### config.mk
export PLATFORM = sky130hd
export DESIGN_NAME = instr_fetch_unit_flat
export DESIGN_NICKNAME = d
export VERILOG_FILES = /design/src/rtl/instr_fetch_unit_if.sv /design/src/rtl/instr_fetch_unit.sv /design/src/flat_wrapper.sv
export SDC_FILE = /design/constraint.sdc
export NUM_CORES = 1
export LEC_CHECK = 0
export ABC_CLOCK_PERIOD_IN_PS = 2830
export CAP_MARGIN = 0
export CORE_MARGIN = 1
export CORE_UTILIZATION = 50
export CTS_CLUSTER_SIZE = 28
export DETAILED_ROUTE_END_ITERATION = 12
export GPL_TIMING_DRIVEN = 0
export PLACE_DENSITY = 0.89
export SLEW_MARGIN = 20
export SYNTH_ARGS = -nofsm -noshare
export SYNTH_HDL_FRONTEND = slang
export SYNTH_SLANG_ARGS = --single-unit
### constraint.sdc
create_clock -name clk -period 2.83 [get_ports clk]
set_input_delay 0.4245 -clock clk [delete_from_list [all_inputs] [get_ports clk]]
set_output_delay 0.4245 -clock clk [all_outputs]
set_load 0.03 [all_outputs]
### src/rtl/instr_fetch_unit_if.sv
// rtl/instr_fetch_unit_if.sv - control, RAM read and decoder-side signals of the fetch unit
interface instr_fetch_unit_if #(
  parameter int ADDR_W  = 8,
  parameter int INSTR_W = 16
);
  logic               start;
  logic [ADDR_W-1:0]  start_pc;
  logic               fetch_req;
  logic               pc_load;
  logic [ADDR_W-1:0]  pc_target;
  logic [INSTR_W-1:0] ram_r_data;
  logic [ADDR_W-1:0]  ram_r_addr;
  logic               ram_rd_en;
  logic [INSTR_W-1:0] instr;
  logic [ADDR_W-1:0]  instr_pc;
  logic [ADDR_W-1:0]  pc;
  logic               instr_valid;
  logic               busy;
  logic               halted;

  // master: the fetch unit itself, which masters the RAM read port
  modport master (
    input  start, start_pc, fetch_req, pc_load, pc_target, ram_r_data,
    output ram_r_addr, ram_rd_en, instr, instr_pc, pc, instr_valid, busy, halted
  );

  modport slave (
    output start, start_pc, fetch_req, pc_load, pc_target, ram_r_data,
    input  ram_r_addr, ram_rd_en, instr, instr_pc, pc, instr_valid, busy, halted
  );
endinterface

### src/rtl/instr_fetch_unit.sv
// rtl/instr_fetch_unit.sv - PC/IR fetch FSM with multi-cycle RAM read and deferred branch load
// Optional HALT-word detection is enabled by defining FETCH_HALT_DETECT_EN.
module instr_fetch_unit #(
  parameter int ADDR_W  = 8,
  parameter int INSTR_W = 16,
  parameter int RD_LAT  = 1
) (
  input logic                clk,
  input logic                rst_n,
  instr_fetch_unit_if.master bus
);
`ifdef FETCH_HALT_DETECT_EN
  localparam bit HALT_EN = 1'b1;
`else
  localparam bit HALT_EN = 1'b0;
`endif
  localparam logic [INSTR_W-1:0] HALT_WORD = INSTR_W'(16'hE000);

  typedef enum logic [1:0] {IDLE, FETCH, WAIT, HOLD} state_t;

  state_t             state_q, state_d;
  logic [ADDR_W-1:0]  pc_q, pc_d;
  logic [ADDR_W-1:0]  addr_q, addr_d;
  logic [ADDR_W-1:0]  instr_pc_q, instr_pc_d;
  logic [INSTR_W-1:0] instr_q, instr_d;
  logic               valid_q, valid_d;
  logic               pend_valid_q, pend_valid_d;
  logic [ADDR_W-1:0]  pend_target_q, pend_target_d;
  logic               halted_q, halted_d;
  logic [1:0]         cnt_q, cnt_d;

  always_ff @(posedge clk or negedge rst_n) begin
    if (!rst_n) begin
      state_q       <= IDLE;
      pc_q          <= '0;
      addr_q        <= '0;
      instr_pc_q    <= '0;
      instr_q       <= '0;
      valid_q       <= 1'b0;
      pend_valid_q  <= 1'b0;
      pend_target_q <= '0;
      halted_q      <= 1'b0;
      cnt_q         <= '0;
    end else begin
      state_q       <= state_d;
      pc_q          <= pc_d;
      addr_q        <= addr_d;
      instr_pc_q    <= instr_pc_d;
      instr_q       <= instr_d;
      valid_q       <= valid_d;
      pend_valid_q  <= pend_valid_d;
      pend_target_q <= pend_target_d;
      halted_q      <= halted_d;
      cnt_q         <= cnt_d;
    end
  end

  always_comb begin
    state_d       = state_q;
    pc_d          = pc_q;
    addr_d        = addr_q;
    instr_pc_d    = instr_pc_q;
    instr_d       = instr_q;
    valid_d       = valid_q;
    pend_valid_d  = pend_valid_q;
    pend_target_d = pend_target_q;
    halted_d      = halted_q;
    cnt_d         = cnt_q;

    if (bus.start) begin
      pc_d         = bus.start_pc;
      valid_d      = 1'b0;
      pend_valid_d = 1'b0;
      halted_d     = 1'b0;
      state_d      = FETCH;
    end else begin
      case (state_q)
        IDLE: ;
        FETCH: begin
          addr_d  = pc_q;
          cnt_d   = 2'(RD_LAT - 1);
          state_d = WAIT;
          if (bus.pc_load) begin
            pend_target_d = bus.pc_target;
            pend_valid_d  = 1'b1;
          end
        end
        WAIT: begin
          if (bus.pc_load) begin
            pend_target_d = bus.pc_target;
            pend_valid_d  = 1'b1;
          end
          if (cnt_q == 2'd0) begin
            instr_d    = bus.ram_r_data;
            instr_pc_d = pc_q;
            valid_d    = 1'b1;
            state_d    = HOLD;
            // A branch arriving on the capture edge itself is the newest target
            if (bus.pc_load) begin
              pc_d         = bus.pc_target;
              pend_valid_d = 1'b0;
            end else if (pend_valid_q) begin
              pc_d         = pend_target_q;
              pend_valid_d = 1'b0;
            end else begin
              pc_d = pc_q + ADDR_W'(1);
            end
            if (HALT_EN && bus.ram_r_data == HALT_WORD) begin
              halted_d = 1'b1;
            end
          end else begin
            cnt_d = cnt_q - 2'd1;
          end
        end
        HOLD: begin
          if (bus.pc_load) begin
            pc_d = bus.pc_target;
          end
          if (bus.fetch_req && !halted_q) begin
            valid_d = 1'b0;
            state_d = FETCH;
          end
        end
        default: state_d = IDLE;
      endcase
    end
  end

  // The address is presented combinationally in FETCH and held through WAIT
  assign bus.ram_r_addr  = (state_q == FETCH) ? pc_q : addr_q;
  assign bus.ram_rd_en   = (state_q == FETCH);
  assign bus.busy        = (state_q == FETCH) || (state_q == WAIT);
  assign bus.instr       = instr_q;
  assign bus.instr_pc    = instr_pc_q;
  assign bus.pc          = pc_q;
  assign bus.instr_valid = valid_q;
  assign bus.halted      = halted_q;
endmodule
### src/flat_wrapper.sv
// flat-port wrapper written by rule: the top's interface ports become plain ports
module instr_fetch_unit_flat 
#(
  parameter int ADDR_W  = 8,
  parameter int INSTR_W = 16,
  parameter int RD_LAT  = 1
)
  (clk, rst_n, bus_start, bus_start_pc, bus_fetch_req, bus_pc_load, bus_pc_target, bus_ram_r_data, bus_ram_r_addr, bus_ram_rd_en, bus_instr, bus_instr_pc, bus_pc, bus_instr_valid, bus_busy, bus_halted);
  instr_fetch_unit_if #(.ADDR_W(ADDR_W), .INSTR_W(INSTR_W)) bus_i ();
  input logic clk;
  input logic rst_n;
  input wire logic [$bits(bus_i.start)-1:0] bus_start;
  input wire logic [$bits(bus_i.start_pc)-1:0] bus_start_pc;
  input wire logic [$bits(bus_i.fetch_req)-1:0] bus_fetch_req;
  input wire logic [$bits(bus_i.pc_load)-1:0] bus_pc_load;
  input wire logic [$bits(bus_i.pc_target)-1:0] bus_pc_target;
  input wire logic [$bits(bus_i.ram_r_data)-1:0] bus_ram_r_data;
  output wire logic [$bits(bus_i.ram_r_addr)-1:0] bus_ram_r_addr;
  output wire logic [$bits(bus_i.ram_rd_en)-1:0] bus_ram_rd_en;
  output wire logic [$bits(bus_i.instr)-1:0] bus_instr;
  output wire logic [$bits(bus_i.instr_pc)-1:0] bus_instr_pc;
  output wire logic [$bits(bus_i.pc)-1:0] bus_pc;
  output wire logic [$bits(bus_i.instr_valid)-1:0] bus_instr_valid;
  output wire logic [$bits(bus_i.busy)-1:0] bus_busy;
  output wire logic [$bits(bus_i.halted)-1:0] bus_halted;
  assign bus_i.start = bus_start;
  assign bus_i.start_pc = bus_start_pc;
  assign bus_i.fetch_req = bus_fetch_req;
  assign bus_i.pc_load = bus_pc_load;
  assign bus_i.pc_target = bus_pc_target;
  assign bus_i.ram_r_data = bus_ram_r_data;
  assign bus_ram_r_addr = bus_i.ram_r_addr;
  assign bus_ram_rd_en = bus_i.ram_rd_en;
  assign bus_instr = bus_i.instr;
  assign bus_instr_pc = bus_i.instr_pc;
  assign bus_pc = bus_i.pc;
  assign bus_instr_valid = bus_i.instr_valid;
  assign bus_busy = bus_i.busy;
  assign bus_halted = bus_i.halted;
  instr_fetch_unit #(.ADDR_W(ADDR_W), .INSTR_W(INSTR_W), .RD_LAT(RD_LAT)) u_core (.clk(clk), .rst_n(rst_n), .bus(bus_i));
endmodule
### Word level (Yosys, flattened, before mapping)

Cells that the tools add are included.
W data, S select, Z words.

* bits of input ports: 37
* logic and storage cells: 55
* bits in registers: 54

* multiplexer cells: 23
* add/subtract/negate cells: 2
* reductions and logical operators: 13
* bitwise gates (word level): 1
* equal/unequal tests: 7

Operator list (number)
* $mux W8: 6
* $reduce_and A3 Y1: 6
* $pmux W8 S2: 1
* $add A8 B1 Y8 const B: 1
* $mux W1: 8
* $mux W2: 4
* $ne A3 B2 Y1 const B: 2
* $pmux W2 S3: 1
* $reduce_bool A3 Y1: 2
* $eq A2 B2 Y1 const B: 2
* $pmux W1 S2: 2
* $pmux W2 S2: 1
* $reduce_bool A4 Y1: 1
* $ne A3 B3 Y1 const B: 1
* $eq A2 B1 Y1 const B: 1
* $logic_not A2 Y1: 1
* $ne A2 B2 Y1 const B: 1
* $reduce_bool A2 Y1: 1
* $reduce_or A2 Y1: 1
* $sub A2 B1 Y2 const B: 1
* $logic_or A1 B1 Y1: 1
* $not A1 Y1: 1

### Logic depth before layout (Yosys ltp)

* word-level depth: 6
* depth in mapped cells: 8
* mapped depth without buffers: 7

### Least setup slack after synthesis

Ideal clock, no wire load.

* kind: register to output
* from: register u_core.state_q[1]
* to: output port bus_ram_r_addr[0]
* setup slack: 0.830 ns
* data required time: 2.406 ns
* arrival time: 1.575 ns
* path buffers: 1
* stages on the path, launching flop included: 5
* cells stage by stage: dfrtp_1 -> inv_1 -> ha_1 -> buf_2 -> mux2_2

* word-level cells in the longest chain between the ends: 2

RTL lines
* start: declaration: RTL line instr_fetch_unit.sv:21 `state_t state_q, state_d;`
* start signal: assignment: RTL line instr_fetch_unit.sv:45 `state_q <= state_d;`
* $eq A2 B1 Y1
* net bus_ram_rd_en: RTL line flat_wrapper.sv:19 `output wire logic [$bits(bus_i.ram_rd_en)-1:0] bus_ram_rd_en;`
* $mux W8: RTL line instr_fetch_unit.sv:130 `assign bus.ram_r_addr = (state_q == FETCH) ? pc_q : addr_q;`
* end: declaration: RTL line flat_wrapper.sv:18 `output wire logic [$bits(bus_i.ram_r_addr)-1:0] bus_ram_r_addr;`

The timed path passes the listed nets, and every way through them passes these cells.

### Final worst setup path

* from: register u_core.state_q[1]
* to: output port bus_ram_r_addr[7]

* word-level cells in the longest chain between the ends: 2

RTL lines (RTL line)
* $eq A2 B1 Y1: instr_fetch_unit.sv:130
* $mux W8: instr_fetch_unit.sv:130

Every way passes these cells.

==> results.yml <==
floorplanning:
  die_area_sq_um: 5600
  die_w_microns: 74.84
  die_y_microns: 74.84
  core_sq_um: 5107
  start_util_pct: 51.94
  ios: 81
  rows: 26
drt:
  drt-initial-drc-count: 107
  route.detailed.drc: 0
  vias: 2141
  drt-pass1-iter-count: 4
  routed_via_density: 5.462
  totalWireLength_microns: 6231
  antenna_left: 0
  wire_per_inst_microns: 15.90
logic_synthesis:
  synth.avg_cell_area_sq_um: 11.24
  synth-seq-area-share_pct: 50.94
  ys_async_sr_fraction_pct: 100.0
  synthDistinctLibCells: 36
  yosys_warnings: 0
  synth_nets: 278
  synth_top_flop_cell: "dfrtp_1"
  netlist_instances: 236
  synth_edf_count: 0
  synth-seq-cells: 54
  netlist_area_sq_um: 2653
finish:
  drive_above_1_share_pct: 20.19
  regArea_sq_um: 1351
  final_common_cell: "clkdlybuf4s50_1"
  antennaDiodeCount: 0
  final_cell_count_no_fill: 392
  multi_input_area_sq_um: 1169
  area_growth_pct: 37.55
  mostFrequentLayoutCells: "clkdlybuf4s50_1, dfrtp_1, mux2_2, a21oi_1"
  fillers: 350
  fin_nets: 363
  post-route-util_pct: 71.44
worst_setup_path:
  crit_required_ns: 2.41
  cp_cell_sequence: "inv_1 > ha_1 > buf_2 > mux2_2 > dlymetal6s2s_1"
  crit_path_end_kind: "output pin"
  criticalPathCategory: "flop to output pin"
  critPathMaxFanout: 9
  cp_slowest_cell: "dfrtp_1"
  cp_data_arrival_time_ns: 2.00
  critPathMaxStageDelay_ns: 0.51
  critPathLaunchType: "flop"
grt:
  grt_antenna_before_repair: 0
  busiest_layer: "met2"
  grt_remaining_overflow: 0
  gr-usage-met3_pct: 4.953
  first_global_vias: 2178
  grt_util_all_layers_pct: 22.89
  use_met1_pct: 25.54
  grt_pass1_wl_microns: 9632
  use_met2_pct: 41.94
  grt_max_degree: 55
clock_network:
  clockBufferDepth: 2
  cts_setup_buffers: 0
  cts_repair_resize_count: 0
  cts.clk_slew.worst_paths_ns: 0.09
  cts_buffers: 5
  clk_latency_ns: 0.30
  cts_hold_buffers: 0
  cts_sinks: 54
  cts_tree: "yes"
  cts_root_buf: "clkbuf_8"
  htreeDepth: 2
placed_design:
  place.gp.congestion: 0.8443
  portBuffers: 78
  dp_cells: 384
  dp_hpwl_microns: 4493
power:
  leakagePower_nw: 1.622
  power.density_nw_per_um2: 1123
  vdd_drop_max_uv: 458.7
run:
  max_cap_viol_count: 0
hold_path:
  hold_class: "input pin to async pin"
sta:
  clock.fmax_mhz: 412.8
  finalSetupViolCount: 0
  period_needed_ns: 2.423
  period_share_pct: 85.61
  slew_headroom_pct: 55.77
  slew_violations: 0
  rsz0062_at_grt: "false"
  finalClockSkew_ns: 0.002921
  worst_pin_slew_ns: 0.6634
  hold_violations: 0
run_status:
  status: "finished clean"
[synth_stat cells (all sizes together) (3+ instances only)]
cell type  number  area share [%]
a221oi          3             1.2
nor3            3            0.57
nor2           12             1.7
clkbuf          4            0.57
ha              5             2.4
dfrtp          54              51
nand2          16             2.3
o21ai          17             3.2
mux2           43              18
a211oi          4             1.1
nand3           8             2.0
buf             9             2.6
xnor2           6             2.0
and3            4            0.99
inv            13             1.8
a21oi          18             3.4
[metal layers]
layer	share of wire [%]	vias up
li1	-	989
met1	40	1044
met2	51	95
met3	7.0	13
met4	1.7	0
met5	0	-
[cells by family after synthesis]
group / Yosys count / synth area share [%]
DFF: 54 / 50.94
muxes: 44 / 18.63
AOI/OAI and AO/OA: 48 / 10.61
adders and majority gates: 5 / 2.358
buffers and inverters: 26 / 5.000
other: 1 / 0.1414
xor gates and xnor gates: 6 / 1.981
and+or+nand+nor: 52 / 10.33
[final timing paths]
check | slack [ns] | start | cells after the start | endpoint
max | 0.41 | u_core.state_q[1]$_DFFE_PN0P_ | 5 | bus_ram_r_addr[7]
min | 0.15 | rst_n | 1 | u_core.bus.instr[13]$_DFFE_PN0P_
max reg2reg | 0.86 | u_core.state_q[1]$_DFFE_PN0P_ | 6 | u_core.bus.pc[5]$_DFFE_PN0P_
min reg2reg | 0.50 | u_core.bus.instr_pc[7]$_DFFE_PN0P_ | 2 | u_core.bus.instr_pc[7]$_DFFE_PN0P_
max in group asynchronous | 2.25 | rst_n | 1 | u_core.bus.instr[10]$_DFFE_PN0P_
min in group clk | 0.50 | u_core.bus.instr_pc[7]$_DFFE_PN0P_ | 2 | u_core.bus.instr_pc[7]$_DFFE_PN0P_
[state kept, by name, indices dropped and copies added (netlist names), 2 cells and up]
name / count
u_core.pend_target_q: 8
u_core.bus.instr_pc: 8
u_core.bus.instr: 16
u_core.state_q: 2
u_core.cnt_q: 2
u_core.bus.pc: 8
u_core.addr_q: 8
[where the power goes]
| group | switching, mW | total (mW) | internal [mW] | leakage [nW] |
|---|---|---|---|---|
| logic | 1.23 | 2.25 | 1.03 | 0.911 |
| clock network | 0.249 | 0.513 | 0.264 | 0.0514 |
| registers | 0.224 | 1.33 | 1.11 | 0.659 |
| total | 1.70 | 4.10 | 2.40 | 1.62 |
[cell type report]
class | count | share of cell area, %
multi-input cells | 156 | 32.03
plain buffers | 13 | 2.298
inverters | 13 | 1.337
repair buffers | 78 | 21.88
clock inverters | 2 | 1.029
well taps | 70 | 2.401
flip-flops and latches | 54 | 37.04
clock buffers | 6 | 1.989
[critical path, delay by kind of cell, from the launching register on]
| family | cells | cell delay, ns |
|---|---|---|
| DFF | 1 | 0.51 |
| muxes | 1 | 0.38 |
| buffers and inverters | 3 | 0.63 |
| adders and majority gates | 1 | 0.17 |
[through the flow]
step	hold WS, ns	TNS (ns)	area (sq um)	power (mW)	setup WS (ns)
6_report	0.1509	0	3649	4.097	0.4074
5_1_grt	0.2125	0	3649	4.332	0.3205
4_1_cts	0.1727	0	3628	4.120	0.04563
3_5_place_dp	0.4791	0	3518	3.610	0.3807
3_3_place_gp	0.4654	-11.76	3521	3.513	-0.2198
2_1_floorplan	0.1289	0	2653	2.726	0.8303
(Power assumes the default switching activity.)
